$ cat src/rtl/mdc_stage_param_if.sv
// Port bundle of one radix-2 MDC stage: input lane pair, twiddle ROM port and output lane pair.
interface mdc_stage_param_if #(
  parameter int WIDTH = 9,
  parameter int TW_W  = 9,
  parameter int AW    = 2
);
  logic                    in_valid;
  logic                    sync;
  logic                    mul_bypass;
  logic signed [WIDTH-1:0] in_up_re, in_up_im, in_low_re, in_low_im;
  logic        [AW-1:0]    tw_addr;
  logic signed [TW_W-1:0]  tw_re, tw_im;
  logic                    out_valid;
  logic signed [WIDTH-1:0] out_up_re, out_up_im, out_low_re, out_low_im;

  modport master (
    output in_valid, sync, mul_bypass, in_up_re, in_up_im, in_low_re, in_low_im, tw_re, tw_im,
    input  tw_addr, out_valid, out_up_re, out_up_im, out_low_re, out_low_im
  );

  modport slave (
    input  in_valid, sync, mul_bypass, in_up_re, in_up_im, in_low_re, in_low_im, tw_re, tw_im,
    output tw_addr, out_valid, out_up_re, out_up_im, out_low_re, out_low_im
  );
endinterface

$ cat src/rtl/mdc_stage_param.sv
// Parametrised radix-2 MDC FFT stage: delay line, commutator, second delay line,
// butterfly and twiddle multiply on the lower lane, one register stage at the output.
module mdc_stage_param #(
  parameter int WIDTH = 9,
  parameter int DELAY = 4,
  parameter int TW_W  = 9,
  parameter int SCALE = 0
) (
  input logic              clk,
  input logic              rst,
  mdc_stage_param_if.slave bus
);
  localparam int LOG2D = $clog2(DELAY);
  localparam int CW    = LOG2D + 1;
  localparam int AW    = (LOG2D > 0) ? LOG2D : 1;
  localparam int W1    = WIDTH + 1;
  localparam int PW    = WIDTH + TW_W + 1;
  localparam int FR    = TW_W - 2;
  localparam logic signed [PW-1:0] MAXV = {{(PW-WIDTH+1){1'b0}}, {(WIDTH-1){1'b1}}};
  localparam logic signed [PW-1:0] MINV = {{(PW-WIDTH+1){1'b1}}, {(WIDTH-1){1'b0}}};
  localparam logic signed [PW-1:0] RND  = PW'(2 ** (FR - 1));

  function automatic logic signed [WIDTH-1:0] sat_w(input logic signed [PW-1:0] x);
    if (x > MAXV)      return MAXV[WIDTH-1:0];
    else if (x < MINV) return MINV[WIDTH-1:0];
    else               return x[WIDTH-1:0];
  endfunction

  function automatic logic signed [WIDTH-1:0] bfly_out(input logic signed [W1-1:0] x);
    logic signed [PW-1:0] t;
    t = PW'(x);
    if (SCALE != 0) t = (t + PW'(1)) >>> 1;
    return sat_w(t);
  endfunction

  function automatic logic signed [WIDTH-1:0] rnd_mul(input logic signed [PW-1:0] x);
    return sat_w((x + RND) >>> FR);
  endfunction

  logic          acc, sy, p, fill, fill_cond;
  logic [CW-1:0] cnt, e;

  logic signed [WIDTH-1:0] d1_re [DELAY];
  logic signed [WIDTH-1:0] d1_im [DELAY];
  logic signed [WIDTH-1:0] d2_re [DELAY];
  logic signed [WIDTH-1:0] d2_im [DELAY];

  logic signed [WIDTH-1:0] cu_re, cu_im, cl_re, cl_im;
  logic signed [W1-1:0]    s_re, s_im, d_re, d_im;
  logic signed [WIDTH-1:0] bs_re, bs_im, bd_re, bd_im, lo_re, lo_im;
  logic signed [PW-1:0]    m_re, m_im;

  logic                    vld_p1;
  logic signed [WIDTH-1:0] up_re_p1, up_im_p1, low_re_p1, low_im_p1;

  // sync restarts the frame at index 0 on the very sample that carries it
  assign acc       = bus.in_valid;
  assign sy        = bus.in_valid & bus.sync;
  assign e         = sy ? '0 : cnt;
  assign p         = e[LOG2D];
  assign fill_cond = ~sy & (fill | p);

  generate
    if (LOG2D > 0) begin : g_addr
      assign bus.tw_addr = e[AW-1:0];
    end else begin : g_addr0
      assign bus.tw_addr = '0;
    end
  endgenerate

  assign cu_re = p ? d1_re[DELAY-1] : bus.in_up_re;
  assign cu_im = p ? d1_im[DELAY-1] : bus.in_up_im;
  assign cl_re = p ? bus.in_up_re   : d1_re[DELAY-1];
  assign cl_im = p ? bus.in_up_im   : d1_im[DELAY-1];

  assign s_re = W1'(d2_re[DELAY-1]) + W1'(cl_re);
  assign s_im = W1'(d2_im[DELAY-1]) + W1'(cl_im);
  assign d_re = W1'(d2_re[DELAY-1]) - W1'(cl_re);
  assign d_im = W1'(d2_im[DELAY-1]) - W1'(cl_im);

  assign bs_re = bfly_out(s_re);
  assign bs_im = bfly_out(s_im);
  assign bd_re = bfly_out(d_re);
  assign bd_im = bfly_out(d_im);

  assign m_re  = PW'(bd_re) * PW'(bus.tw_re) - PW'(bd_im) * PW'(bus.tw_im);
  assign m_im  = PW'(bd_re) * PW'(bus.tw_im) + PW'(bd_im) * PW'(bus.tw_re);
  assign lo_re = bus.mul_bypass ? bd_re : rnd_mul(m_re);
  assign lo_im = bus.mul_bypass ? bd_im : rnd_mul(m_im);

  // p0 -> p1: output registers only load on a valid pair so they hold otherwise
  always_ff @(posedge clk or posedge rst) begin
    if (rst) begin
      cnt       <= '0;
      fill      <= 1'b0;
      vld_p1    <= 1'b0;
      up_re_p1  <= '0;
      up_im_p1  <= '0;
      low_re_p1 <= '0;
      low_im_p1 <= '0;
      for (int i = 0; i < DELAY; i++) begin
        d1_re[i] <= '0;
        d1_im[i] <= '0;
        d2_re[i] <= '0;
        d2_im[i] <= '0;
      end
    end else begin
      vld_p1 <= acc & fill_cond;
      if (acc) begin
        cnt      <= e + CW'(1);
        fill     <= fill_cond;
        d1_re[0] <= bus.in_low_re;
        d1_im[0] <= bus.in_low_im;
        d2_re[0] <= cu_re;
        d2_im[0] <= cu_im;
        for (int i = 1; i < DELAY; i++) begin
          d1_re[i] <= d1_re[i-1];
          d1_im[i] <= d1_im[i-1];
          d2_re[i] <= d2_re[i-1];
          d2_im[i] <= d2_im[i-1];
        end
        if (fill_cond) begin
          up_re_p1  <= bs_re;
          up_im_p1  <= bs_im;
          low_re_p1 <= lo_re;
          low_im_p1 <= lo_im;
        end
      end
    end
  end

  assign bus.out_valid  = vld_p1;
  assign bus.out_up_re  = up_re_p1;
  assign bus.out_up_im  = up_im_p1;
  assign bus.out_low_re = low_re_p1;
  assign bus.out_low_im = low_im_p1;
endmodule

$ cat src/flat_wrapper.sv
// flat-port wrapper written by rule: the top's interface ports become plain ports
module mdc_stage_param_flat 
#(
  parameter int WIDTH = 9,
  parameter int DELAY = 4,
  parameter int TW_W  = 9,
  parameter int SCALE = 0
)
  (clk, rst, bus_in_valid, bus_sync, bus_mul_bypass, bus_in_up_re, bus_in_up_im, bus_in_low_re, bus_in_low_im, bus_tw_re, bus_tw_im, bus_tw_addr, bus_out_valid, bus_out_up_re, bus_out_up_im, bus_out_low_re, bus_out_low_im);
  mdc_stage_param_if #(.WIDTH(WIDTH), .TW_W(TW_W), .AW((2))) bus_i ();
  input logic clk;
  input logic rst;
  input wire logic [$bits(bus_i.in_valid)-1:0] bus_in_valid;
  input wire logic [$bits(bus_i.sync)-1:0] bus_sync;
  input wire logic [$bits(bus_i.mul_bypass)-1:0] bus_mul_bypass;
  input wire logic [$bits(bus_i.in_up_re)-1:0] bus_in_up_re;
  input wire logic [$bits(bus_i.in_up_im)-1:0] bus_in_up_im;
  input wire logic [$bits(bus_i.in_low_re)-1:0] bus_in_low_re;
  input wire logic [$bits(bus_i.in_low_im)-1:0] bus_in_low_im;
  input wire logic [$bits(bus_i.tw_re)-1:0] bus_tw_re;
  input wire logic [$bits(bus_i.tw_im)-1:0] bus_tw_im;
  output wire logic [$bits(bus_i.tw_addr)-1:0] bus_tw_addr;
  output wire logic [$bits(bus_i.out_valid)-1:0] bus_out_valid;
  output wire logic [$bits(bus_i.out_up_re)-1:0] bus_out_up_re;
  output wire logic [$bits(bus_i.out_up_im)-1:0] bus_out_up_im;
  output wire logic [$bits(bus_i.out_low_re)-1:0] bus_out_low_re;
  output wire logic [$bits(bus_i.out_low_im)-1:0] bus_out_low_im;
  assign bus_i.in_valid = bus_in_valid;
  assign bus_i.sync = bus_sync;
  assign bus_i.mul_bypass = bus_mul_bypass;
  assign bus_i.in_up_re = bus_in_up_re;
  assign bus_i.in_up_im = bus_in_up_im;
  assign bus_i.in_low_re = bus_in_low_re;
  assign bus_i.in_low_im = bus_in_low_im;
  assign bus_i.tw_re = bus_tw_re;
  assign bus_i.tw_im = bus_tw_im;
  assign bus_tw_addr = bus_i.tw_addr;
  assign bus_out_valid = bus_i.out_valid;
  assign bus_out_up_re = bus_i.out_up_re;
  assign bus_out_up_im = bus_i.out_up_im;
  assign bus_out_low_re = bus_i.out_low_re;
  assign bus_out_low_im = bus_i.out_low_im;
  mdc_stage_param #(.WIDTH(WIDTH), .DELAY(DELAY), .TW_W(TW_W), .SCALE(SCALE)) u_core (.clk(clk), .rst(rst), .bus(bus_i));
endmodule
$ cat config.mk
export PLATFORM = sky130hd
export DESIGN_NAME = mdc_stage_param_flat
export DESIGN_NICKNAME = d
export VERILOG_FILES = /design/src/rtl/mdc_stage_param_if.sv /design/src/rtl/mdc_stage_param.sv /design/src/flat_wrapper.sv
export SDC_FILE = /design/constraint.sdc
export NUM_CORES = 1
export LEC_CHECK = 0
export BUFFER_PORTS_ARGS = -buffer_cell sky130_fd_sc_hd__buf_2
export CORE_MARGIN = 8
export CORE_UTILIZATION = 45
export CTS_CLUSTER_SIZE = 20
export DETAILED_ROUTE_END_ITERATION = 16
export PLACE_DENSITY = 0.7
export SLEW_MARGIN = 20
export SYNTH_ARGS = -nofsm -noshare
export SYNTH_HDL_FRONTEND = slang
export SYNTH_SLANG_ARGS = --single-unit
$ cat constraint.sdc
create_clock -name clk -period 17.6 [get_ports clk]
set_clock_uncertainty 0.2 [all_clocks]
set_input_delay 3.52 -clock clk [delete_from_list [all_inputs] [get_ports clk]]
set_output_delay 3.52 -clock clk [all_outputs]
set_load 0.03 [all_outputs]
==> summary.txt, run 1 <==
GRT
  – Overall Global Routing Usage: 0.186
  – GR Util met3: 0.0328
  – Initial antenna violation count: 2
  – Gr busiest metal: met2
  – Met2 Usage GRT: 0.301
  – Number of global-route vias before repair: 17972
  – Global-route wire length before repair: 90200 um
  – Met1 Use GR: 0.246
  – Global route overflow: 0
  – Largest net degree at the start of global routing: 112

Setup path
  – Reg2reg setup slack: 5.36 ns
  – WP data required: 17.70 ns
  – Worst r2r path cells: 40
  – R2R Path Start: u_core.cnt[2]
  – CP delay by family, top: compound AO/OA/AOI/OAI gates
  – Nature of the critical path endpoint: flop
  – R2r endpoint: u_core.bus.out_low_re[0]
  – Critical Path Fanout Max: 84
  – Startpoint Class: input port
  – CP max stage delay: 0.82 ns
  – Critical path class: in -> reg
  – Worst EP arrival: 15.50 ns
  – Master of the slowest instance on the critical path: and2_2
  – CP bufs+invs: 7

Synthesis
  – EDFF count, synth: 0
  – Async S/R FF share, synth: 1.00
  – Mapped Area: 23000 sq um
  – Top cell type's share of synthesized area: 0.247
  – Syn Area/Cell: 9.63 sq um
  – Sequential element share of the synthesized area: 0.201
  – Prevailing post-synth register cell: dfrtp_1
  – Ys Warns: 0
  – Unique cell type count in the Yosys netlist: 67
  – Commonest cells in the netlist: inv_1 (414), fa_1 (284), ha_1 (255), nand2_1 (230), dfrtp_1 (185)
  – Cells after Synth: 2391
  – Area leader, netlist: fa_1
  – Flip-flop and latch count after synthesis: 185
  – Synth Net Count: 2989
  – Top cells by area, synth: fa_1 (25%), dfrtp_1 (20%), ha_1 (14%), mux2_2 (6.9%), inv_1 (6.7%)
  – Most common cell in the synthesized netlist: inv_1

Clock tree
  – CTS sink count: 185
  – H-tree depth: 4
  – CTS tree: built
  – Clock root cell: clkbuf_16
  – Post-CTS Setup Inserts: 0
  – CTS buffer count: 17
  – PostCTS Resize Cnt: 0
  – Clock Latency Late Sink: 0.44 ns
  – Worst-path clk slew: 0.08 ns
  – CTS max path bufs: 2
  – Hold buffers post-CTS: 0

Placed design
  – Final weighted congestion in routability-driven placement: 0.874
  – Port Buffers: 97
  – Detailed Place HPWL: 42100 um

STA
  – Tmin final: 15.40 ns
  – RSZ-0062 raised after global routing: no
  – Final worst path period share: 0.875
  – Slew @ Worst Pin: 1.05 ns
  – Final Hold Fails: 0
  – Endpoints failing setup: 0
  – Fin Setup TNS: 0 ns
  – Slew Viols, Final: 0
  – Achievable Freq: 64.9 MHz
  – Relative slew slack: 0.300

Final layout
  – P&R area growth vs syn: 7.62%
  – Final Net Count: 3039
  – Share of cells above drive strength 1: 0.128
  – Fill cells: 4706
  – Final core occ: 0.486

Hold path
  – Worst Hold Launch: u_core.bus.out_up_im[5]
  – Worst Hold End: u_core.bus.out_up_im[5]
  – Worst hold path class: reg -> reg
  – Worst hold path depth: 2

Floorplanning
  – Initial core utilization: 0.452
  – CORE AREA: 51000 sq um
  – I/O pins: 98
  – Die width: 242 um
  – Die ar.: 58700 sq um
  – Die Ht: 242 um
  – Site Rows: 83

Route
  – DR pass1 iterations: 5
  – DRC violations left: 0
  – Avg WL per Cell: 17.0 um
  – Final wirelength: 53200 um
  – Final antenna-violating net count: 0
  – Initial DRC count: 936
  – Vias/cell: 5.30
  – Vias: 16605

Run
  – Max cap viols: 0

Run status
  – Status: finished clean
[sequential cells by signal (all words and copies together), names as in the netlist]
name and flops:
u_core.bus.out_up_re 9, u_core.bus.out_low_im 9, u_core.fill 1, u_core.d2_re 36, u_core.bus.out_low_re 9, u_core.d2_im 36
u_core.bus.out_valid 1, u_core.bus.out_up_im 9, u_core.d1_re 36, u_core.d1_im 36, u_core.cnt 3
[through the flow]
step / hold slack (ns) / instance area, sq um / setup WS (ns) / instances
final: 0.282 / 24800 / 2.20 / 3135
after global routing: 0.304 / 24800 / 1.30 / 3134
after CTS: 0.288 / 24800 / 2.42 / 3134
after detailed placement: 0.270 / 24200 / 1.97 / 3102
after global placement: 0.264 / 24200 / 2.40 / 3102
after floorplan: 0.249 / 23000 / 3.36 / 2391
[final cells by class]
class | instances | area, sq um | share of cell area
diodes | 1 | 2.50 | 0.000101
clock buffers | 20 | 457 | 0.0184
clock inverters | 12 | 130 | 0.00525
inverters | 416 | 1570 | 0.0633
multi-input cells | 1705 | 16500 | 0.666
flip-flops and latches | 185 | 4630 | 0.187
well taps | 680 | 851 | 0.0343
repair buffers | 116 | 634 | 0.0256
[worst reg2reg max path: cells and delay by family (launching register included)]
| kind | cells | cell delay, ns |
|---|---|---|
| compound gates | 17 | 4.82 |
| fa+ha+maj | 9 | 3.52 |
| simple gates | 5 | 1.72 |
| buf+inv | 6 | 0.69 |
| mux | 1 | 0.46 |
| flops | 1 | 0.37 |
| xor+xnor | 2 | 0.31 |
[worst max path at each step]
stage	endpoint	depth (start not counted)	slack, ns	startpoint
CTS	u_core.bus.out_low_re[0]	42	2.42	bus_in_valid
floorplan	u_core.bus.out_low_im[6]	51	3.36	bus_in_valid
global route	u_core.bus.out_low_re[0]	44	1.30	bus_in_valid
global placement	u_core.bus.out_low_im[6]	44	2.40	bus_in_valid
detailed placement	u_core.bus.out_low_re[0]	42	1.97	bus_in_valid
finish	u_core.bus.out_low_re[0]	42	2.20	bus_in_valid
[layer usage]
metal / routed length (um) / part of all wire / vias up
li1: - / - / 7740
met1: 23900 / 0.45 / 8299
met2: 24400 / 0.46 / 462
met3: 3060 / 0.057 / 100
met4: 1810 / 0.034 / 4
met5: 21 / 0.00039 / -
[logic make-up (layout without fill, tap and decap cells)]
family / after synthesis / after routing / share of synthesized area
AOI/OAI and AO/OA: 322 / 322 / 0.0888
xor gates and xnor gates: 111 / 111 / 0.0425
adders and majority gates: 557 / 557 / 0.393
buffers and inverters: 501 / 564 / 0.0823
DFF: 185 / 185 / 0.201
muxes: 161 / 161 / 0.0777
other: 0 / 1 / 0
and+or+nand+nor: 554 / 554 / 0.114
[cells in the final DEF, fill, tap and decap left out, types with 8 or more instances in the layout]
master / Yosys / layout
mux2i_1: 19 / 19
a31oi_1: 10 / 9
fa_1: 284 / 284
inv_1: 414 / 413
xnor2_1: 79 / 79
nor2b_1: 29 / 29
a21boi_0: 14 / 14
nand2_1: 230 / 230
ha_1: 255 / 255
a21oi_1: 90 / 90
buf_4: 1 / 19
maj3_1: 17 / 17
nor2_1: 101 / 101
and2_1: 117 / 116
nand3_1: 9 / 9
clkbuf_16: 0 / 17
buf_2: 3 / 96
mux2_2: 142 / 142
o21ai_0: 83 / 83
o22ai_1: 19 / 19
o211ai_1: 10 / 10
a21o_1: 33 / 33
dfrtp_1: 185 / 185
o21ai_1: 8 / 8
xor2_1: 31 / 31
nand2b_1: 34 / 34
Power of run 1 is left out: the tool's default activity adds up to more than one toggle a clock period on the data nets, which glitch-free logic cannot reach.
==> run 2, diff against run 1 <==
--- a/config.mk
+++ b/config.mk
@@ -6,7 +6,7 @@
 export NUM_CORES = 1
 export LEC_CHECK = 0
 export BUFFER_PORTS_ARGS = -buffer_cell sky130_fd_sc_hd__buf_2
-export CORE_MARGIN = 8
+export CORE_MARGIN = 4
 export CORE_UTILIZATION = 45
 export CTS_CLUSTER_SIZE = 20
 export DETAILED_ROUTE_END_ITERATION = 16
==> run 2 against run 1 <==
Net effect: critical path depth is the same; non-clock buffer count increased by 2; worst setup slack better by 0.0057 ns; via count fell by 0.30%; routed wire length down 2.5%; clock-buffer cell count down 1; flip-flop and latch count unchanged; fmax hardly changed; cell area about the same; first-iteration DRC count fell by 3.4%; hold slack improved by 0.0045 ns; largest cell class unchanged; highest routed layer unchanged.
==> summary.txt, run 2 (synthesized netlist as in run 1, its figures left out) <==
Run status
  – Status: finished clean

STA
  – Fin Setup TNS: 0 ns (unchanged)
  – Slew Viols, Final: 0 (unchanged)
  – Endpoints failing setup: 0 (unchanged)
  – Slew @ Worst Pin: 0.986 ns (-0.0627 ns)
  – Tmin final: 15.40 ns (-0.00569 ns)
  – Relative slew slack: 0.343 (+0.0426)
  – Final worst path period share: 0.875 (about the same)
  – RSZ-0062 raised after global routing: no
  – Final Hold Fails: 0 (unchanged)
  – Achievable Freq: 64.9 MHz (about the same)

GRT
  – Global route overflow: 0 (unchanged)
  – Initial antenna violation count: 4 (+2)
  – Largest net degree at the start of global routing: 122 (+8.9%)
  – Overall Global Routing Usage: 0.197 (+0.0117)
  – Global-route wire length before repair: 88000 um (-2.5%)
  – Number of global-route vias before repair: 17716 (-1.4%)

Clock tree
  – PostCTS Resize Cnt: 0 (unchanged)
  – CTS buffer count: 17 (unchanged)
  – Post-CTS Setup Inserts: 0 (unchanged)
  – Hold buffers post-CTS: 0 (unchanged)
  – CTS max path bufs: 2 (unchanged)
  – Clock Latency Late Sink: 0.44 ns (about the same)
  – Worst-path clk slew: 0.07 ns (about the same)
  – CTS tree: built
  – CTS sink count: 185 (unchanged)
  – H-tree depth: 4 (unchanged)
  – Clock root cell: clkbuf_16

Setup path
  – CP bufs+invs: 6 (-1)
  – Master of the slowest instance on the critical path: a21oi_1
  – CP max stage delay: 0.68 ns (-0.14 ns)
  – Reg2reg setup slack: 5.49 ns (+0.13 ns)
  – Worst r2r path cells: 40 (unchanged)
  – Worst EP arrival: 15.49 ns (about the same)
  – Critical Path Fanout Max: 110 (+31%)
  – WP data required: 17.69 ns (about the same)
  – Critical path class: in -> reg
  – R2r endpoint: u_core.bus.out_low_re[0]
  – Nature of the critical path endpoint: flop
  – R2R Path Start: u_core.cnt[2]
  – Startpoint Class: input port
  – Most frequent CP cell: ha_1
  – CP delay by family, top: compound AO/OA/AOI/OAI gates
  – CP Depth: 42 (unchanged)

Route
  – Vias/cell: 5.29 (about the same)
  – Vias: 16555 (-0.30%)
  – DRC violations left: 0 (unchanged)
  – DR pass1 iterations: 7 (+2)
  – Initial DRC count: 904 (-3.4%)
  – Final antenna-violating net count: 0 (unchanged)
  – Avg WL per Cell: 16.6 um (-2.3%)
  – Final wirelength: 51900 um (-2.5%)

Final layout
  – Fill cells: 4697 (-0.19%)
  – Final Net Count: 3041 (+0.066%)
  – Finished Layout Cells: 3128 (-0.22%)
  – Share of cells above drive strength 1: 0.128 (about the same)
  – Most frequent cells in the layout: inv_1 (413), fa_1 (284), ha_1 (255)
  – P&R area growth vs syn: 7.56% (about the same)
  – Most common cell after layout, fill and taps aside: inv_1

Floorplanning
  – Initial core utilization: 0.457 (+0.00551)
  – Die width: 234 um (-3.3%)
  – Die ar.: 54900 sq um (-6.5%)
  – Site Rows: 82 (-1.2%)
  – CORE AREA: 50400 sq um (-1.2%)
  – I/O pins: 98 (unchanged)
  – Die Ht: 234 um (-3.3%)

Placed design
  – Final weighted congestion in routability-driven placement: 0.914 (+4.5%)
  – Port Buffers: 97 (unchanged)
  – Detailed Place HPWL: 41300 um (-1.9%)
  – Post-Place Cells: 3095 (-0.23%)

Hold path
  – Worst hold path depth: 2 (unchanged)
  – Worst Hold End: u_core.bus.out_up_im[8]
  – Worst hold path class: reg -> reg
  – Worst Hold Launch: u_core.bus.out_up_im[8]

Run
  – Max cap viols: 0 (unchanged)
## run 2: area by class of cell
type                            instances  area (sq um)  area share
Inverter                              416          1570      0.0633
Clock inverter                         12           135     0.00545
Tap cell                              672           841      0.0339
Clock buffer                           19           433      0.0175
Antenna cell                            1          2.50    0.000101
Multi-Input combinational cell       1705         16500       0.667
Timing Repair Buffer                  118           649      0.0262
Sequential cell                       185          4630       0.187
## run 2: worst max path at each step
stage	startpoint	endpoint	slack (ns)
floorplan	bus_in_valid	u_core.bus.out_low_im[6]	3.36
global placement	bus_in_valid	u_core.bus.out_low_re[0]	2.44
detailed placement	bus_in_valid	u_core.bus.out_low_re[6]	1.86
CTS	bus_in_valid	u_core.bus.out_low_re[0]	2.29
global route	bus_in_valid	u_core.bus.out_low_re[3]	1.25
finish	bus_in_valid	u_core.bus.out_low_re[0]	2.20
## run 2: per-stage QoR
| stage | utilization | hold slack, ns | worst slack, ns | cell area [sq um] |
|---|---|---|---|---|
| 2_1_floorplan | - | 0.249 | 3.36 | 23000 |
| 3_5_place_dp | 0.480 | 0.273 | 1.86 | 24200 |
| 3_3_place_gp | 0.480 | 0.263 | 2.44 | 24200 |
| 6_report | 0.492 | 0.286 | 2.20 | 24800 |
| 5_1_grt | 0.492 | 0.307 | 1.25 | 24800 |
| 4_1_cts | 0.492 | 0.293 | 2.29 | 24800 |
## run 2: tightest hold or removal path, delay by kind of cell (launching register included)
kind	cells	cell delay [ns]
flip-flops	1	0.34
AND/OR/NAND/NOR	2	0.11
## run 2: metal layers
layer / vias to the layer above / global-route usage / part of all wire
met3: 82 / 0.0295 / 0.058
met1: 8209 / 0.268 / 0.45
li1: 7758 / - / -
met4: 6 / 0.0620 / 0.027
met5: - / 0 / 0.00066
met2: 500 / 0.327 / 0.47
Power of run 2 is left out for the same reason.
==> run 3, diff against run 2 <==
--- a/config.mk
+++ b/config.mk
@@ -7,10 +7,11 @@
 export LEC_CHECK = 0
 export BUFFER_PORTS_ARGS = -buffer_cell sky130_fd_sc_hd__buf_2
 export CORE_MARGIN = 4
-export CORE_UTILIZATION = 45
+export CORE_UTILIZATION = 35
 export CTS_CLUSTER_SIZE = 20
 export DETAILED_ROUTE_END_ITERATION = 16
-export PLACE_DENSITY = 0.7
+export PLACE_DENSITY = 0.59
+export SKIP_LAST_GASP = 1
 export SLEW_MARGIN = 20
 export SYNTH_ARGS = -nofsm -noshare
 export SYNTH_HDL_FRONTEND = slang
==> run 3 against run 2 <==
Net effect: core utilization is 11 points lower; fmax is 0.22% lower; critical path depth stayed put; global-route usage is 4.0 points lower; cell area is 1.0% higher; hold slack worse by 0.0010 ns; largest cell class unchanged; via count is 2.3% lower; routed wire length is 3.7% higher; die area is 28% higher.
==> summary.txt, run 3 (synthesized netlist as in run 1, its figures left out) <==
Final layout
  – Multi-input logic area: 16500 sq um (unchanged)
  – Fill cells: 6448 (+37%)
  – Most frequent cells in the layout: inv_1 (413), fa_1 (284), ha_1 (255)
  – Most common cell after layout, fill and taps aside: inv_1
  – Share of cells above drive strength 1: 0.129 (+0.000460)
  – Register area: 4630 sq um (unchanged)
  – Finished Layout Cells: 3310 (+5.8%)
  – P&R area growth vs syn: 8.67%
  – Final Net Count: 3039 (-0.066%)

Floorplanning
  – Site Rows: 93 (+13%)
  – Die width: 265 um (+13%)
  – Die Ht: 265 um (+13%)
  – Initial core utilization: 0.355 (-0.102)
  – I/O pins: 98 (unchanged)
  – CORE AREA: 64800 sq um (+29%)
  – Die ar.: 70000 sq um (+28%)

Route
  – Final antenna-violating net count: 0 (unchanged)
  – Avg WL per Cell: 16.3 um (-2.0%)
  – Final wirelength: 53800 um (+3.7%)
  – DRC violations left: 0 (unchanged)
  – DR pass1 iterations: 5 (-2)
  – Initial DRC count: 785 (-13%)
  – Vias/cell: 4.89 (-7.6%)
  – Vias: 16180 (-2.3%)

Clock tree
  – CTS buffer count: 17 (unchanged)
  – Worst-path clk slew: 0.07 ns (about the same)
  – Post-CTS Setup Inserts: 0 (unchanged)
  – CTS tree: built
  – CTS max path bufs: 2 (unchanged)
  – PostCTS Resize Cnt: 0 (unchanged)
  – Clock Latency Late Sink: 0.45 ns (about the same)
  – Clock root cell: clkbuf_16
  – CTS sink count: 185 (unchanged)
  – H-tree depth: 4 (unchanged)
  – Hold buffers post-CTS: 0 (unchanged)

STA
  – Slew @ Worst Pin: 1.03 ns (+0.0434 ns)
  – Slew Viols, Final: 0 (unchanged)
  – Final worst path period share: 0.877 (+0.00195)
  – Achievable Freq: 64.8 MHz (-0.22%)
  – Endpoints failing setup: 0 (unchanged)
  – Final Hold Fails: 0 (unchanged)
  – Final setup margin: 2.17 ns (-0.0343 ns)
  – RSZ-0062 raised after global routing: no
  – Hold slack: 0.285 ns (-0.00105 ns)
  – Fin Setup TNS: 0 ns (unchanged)
  – Tmin final: 15.43 ns (+0.0343 ns)
  – Relative slew slack: 0.312 (-0.0311)

Setup path
  – Startpoint Class: input port
  – Nature of the critical path endpoint: flop
  – Worst EP arrival: 15.54 ns (+0.05 ns)
  – Critical path class: in -> reg
  – Critical Path Fanout Max: 116 (+5.5%)
  – Worst r2r path cells: 40 (unchanged)
  – WP data required: 17.71 ns (+0.02 ns)
  – CP max stage delay: 0.66 ns (-0.02 ns)
  – Master of the slowest instance on the critical path: a21oi_1

GRT
  – Number of global-route vias before repair: 17252 (-2.6%)
  – Largest net degree at the start of global routing: 117 (-4.1%)
  – Initial antenna violation count: 2 (-2)
  – Global route overflow: 0 (unchanged)
  – Global-route wire length before repair: 90300 um (+2.7%)
  – Overall Global Routing Usage: 0.157 (-0.0399)

Placed design
  – Port Buffers: 97 (unchanged)
  – Detailed Place HPWL: 43100 um (+4.4%)
  – Final weighted congestion in routability-driven placement: 0.865 (-5.3%)
  – Post-Place Cells: 3277 (+5.9%)
  – Post-place setup slack: 1.80 ns (-0.0678 ns)

Hold path
  – Worst hold path class: reg -> reg
  – Worst hold path depth: 2 (unchanged)

Run
  – Max cap viols: 0 (unchanged)

Run status
  – Status: finished clean
## run 3: cell count changes in the layout (fill, tap and decap cells not counted), sizes merged
cell      change
clkinv        +6
buf           -2
clkbuf        -2
clkinvlp      -2
bufinv        -1
## run 3: worst max-delay path, delay by kind of cell
| family | cells | cell delay, ns |
|---|---|---|
| XOR/XNOR | 2 | 0.32 |
| buffers and inverters | 7 | 1.32 |
| AND/OR/NAND/NOR | 6 | 1.67 |
| AO/OA/AOI/OAI | 17 | 4.70 |
| multiplexers | 1 | 0.43 |
| adder cells (fa/ha/maj) | 9 | 3.53 |
## run 3: final cells by class
class / count / area share
timing repair buffer: 116 / 0.0255
antenna: 1 / 0.000100
clock buffer: 17 / 0.0170
clock inverter: 15 / 0.00720
inverter: 416 / 0.0627
sequential: 185 / 0.185
multi-input combinational: 1705 / 0.660
tap: 855 / 0.0427
## run 3: worst paths after layout
path / from / to / slack (ns)
worst max-delay path: bus_in_valid / u_core.bus.out_low_re[0] / 2.17
worst min-delay path: u_core.bus.out_up_re[8] / u_core.bus.out_up_re[8] / 0.29
worst max register to register: u_core.cnt[2] / u_core.bus.out_low_re[0] / 5.52
worst min register to register: u_core.bus.out_up_re[8] / u_core.bus.out_up_re[8] / 0.29
max in group asynchronous: rst / u_core.d2_re[32] / 12.99
min in group asynchronous: rst / u_core.d1_im[23] / 2.99
## run 3: through the flow
stage	utilization	cell area [sq um]
3_3_place_gp	0.377	24400
2_1_floorplan	-	23000
6_report	0.386	25000
5_1_grt	0.386	25000
3_5_place_dp	0.377	24400
4_1_cts	0.386	25000
## run 3: layer usage
metal  wire (um)  vias up  track usage
li1            -     7736            -
met1       25500     8035        0.220
met2       24300      337        0.252
met3        2580       68       0.0261
met4        1380        4       0.0455
met5          26        -            0
Power of run 3 is left out for the same reason.
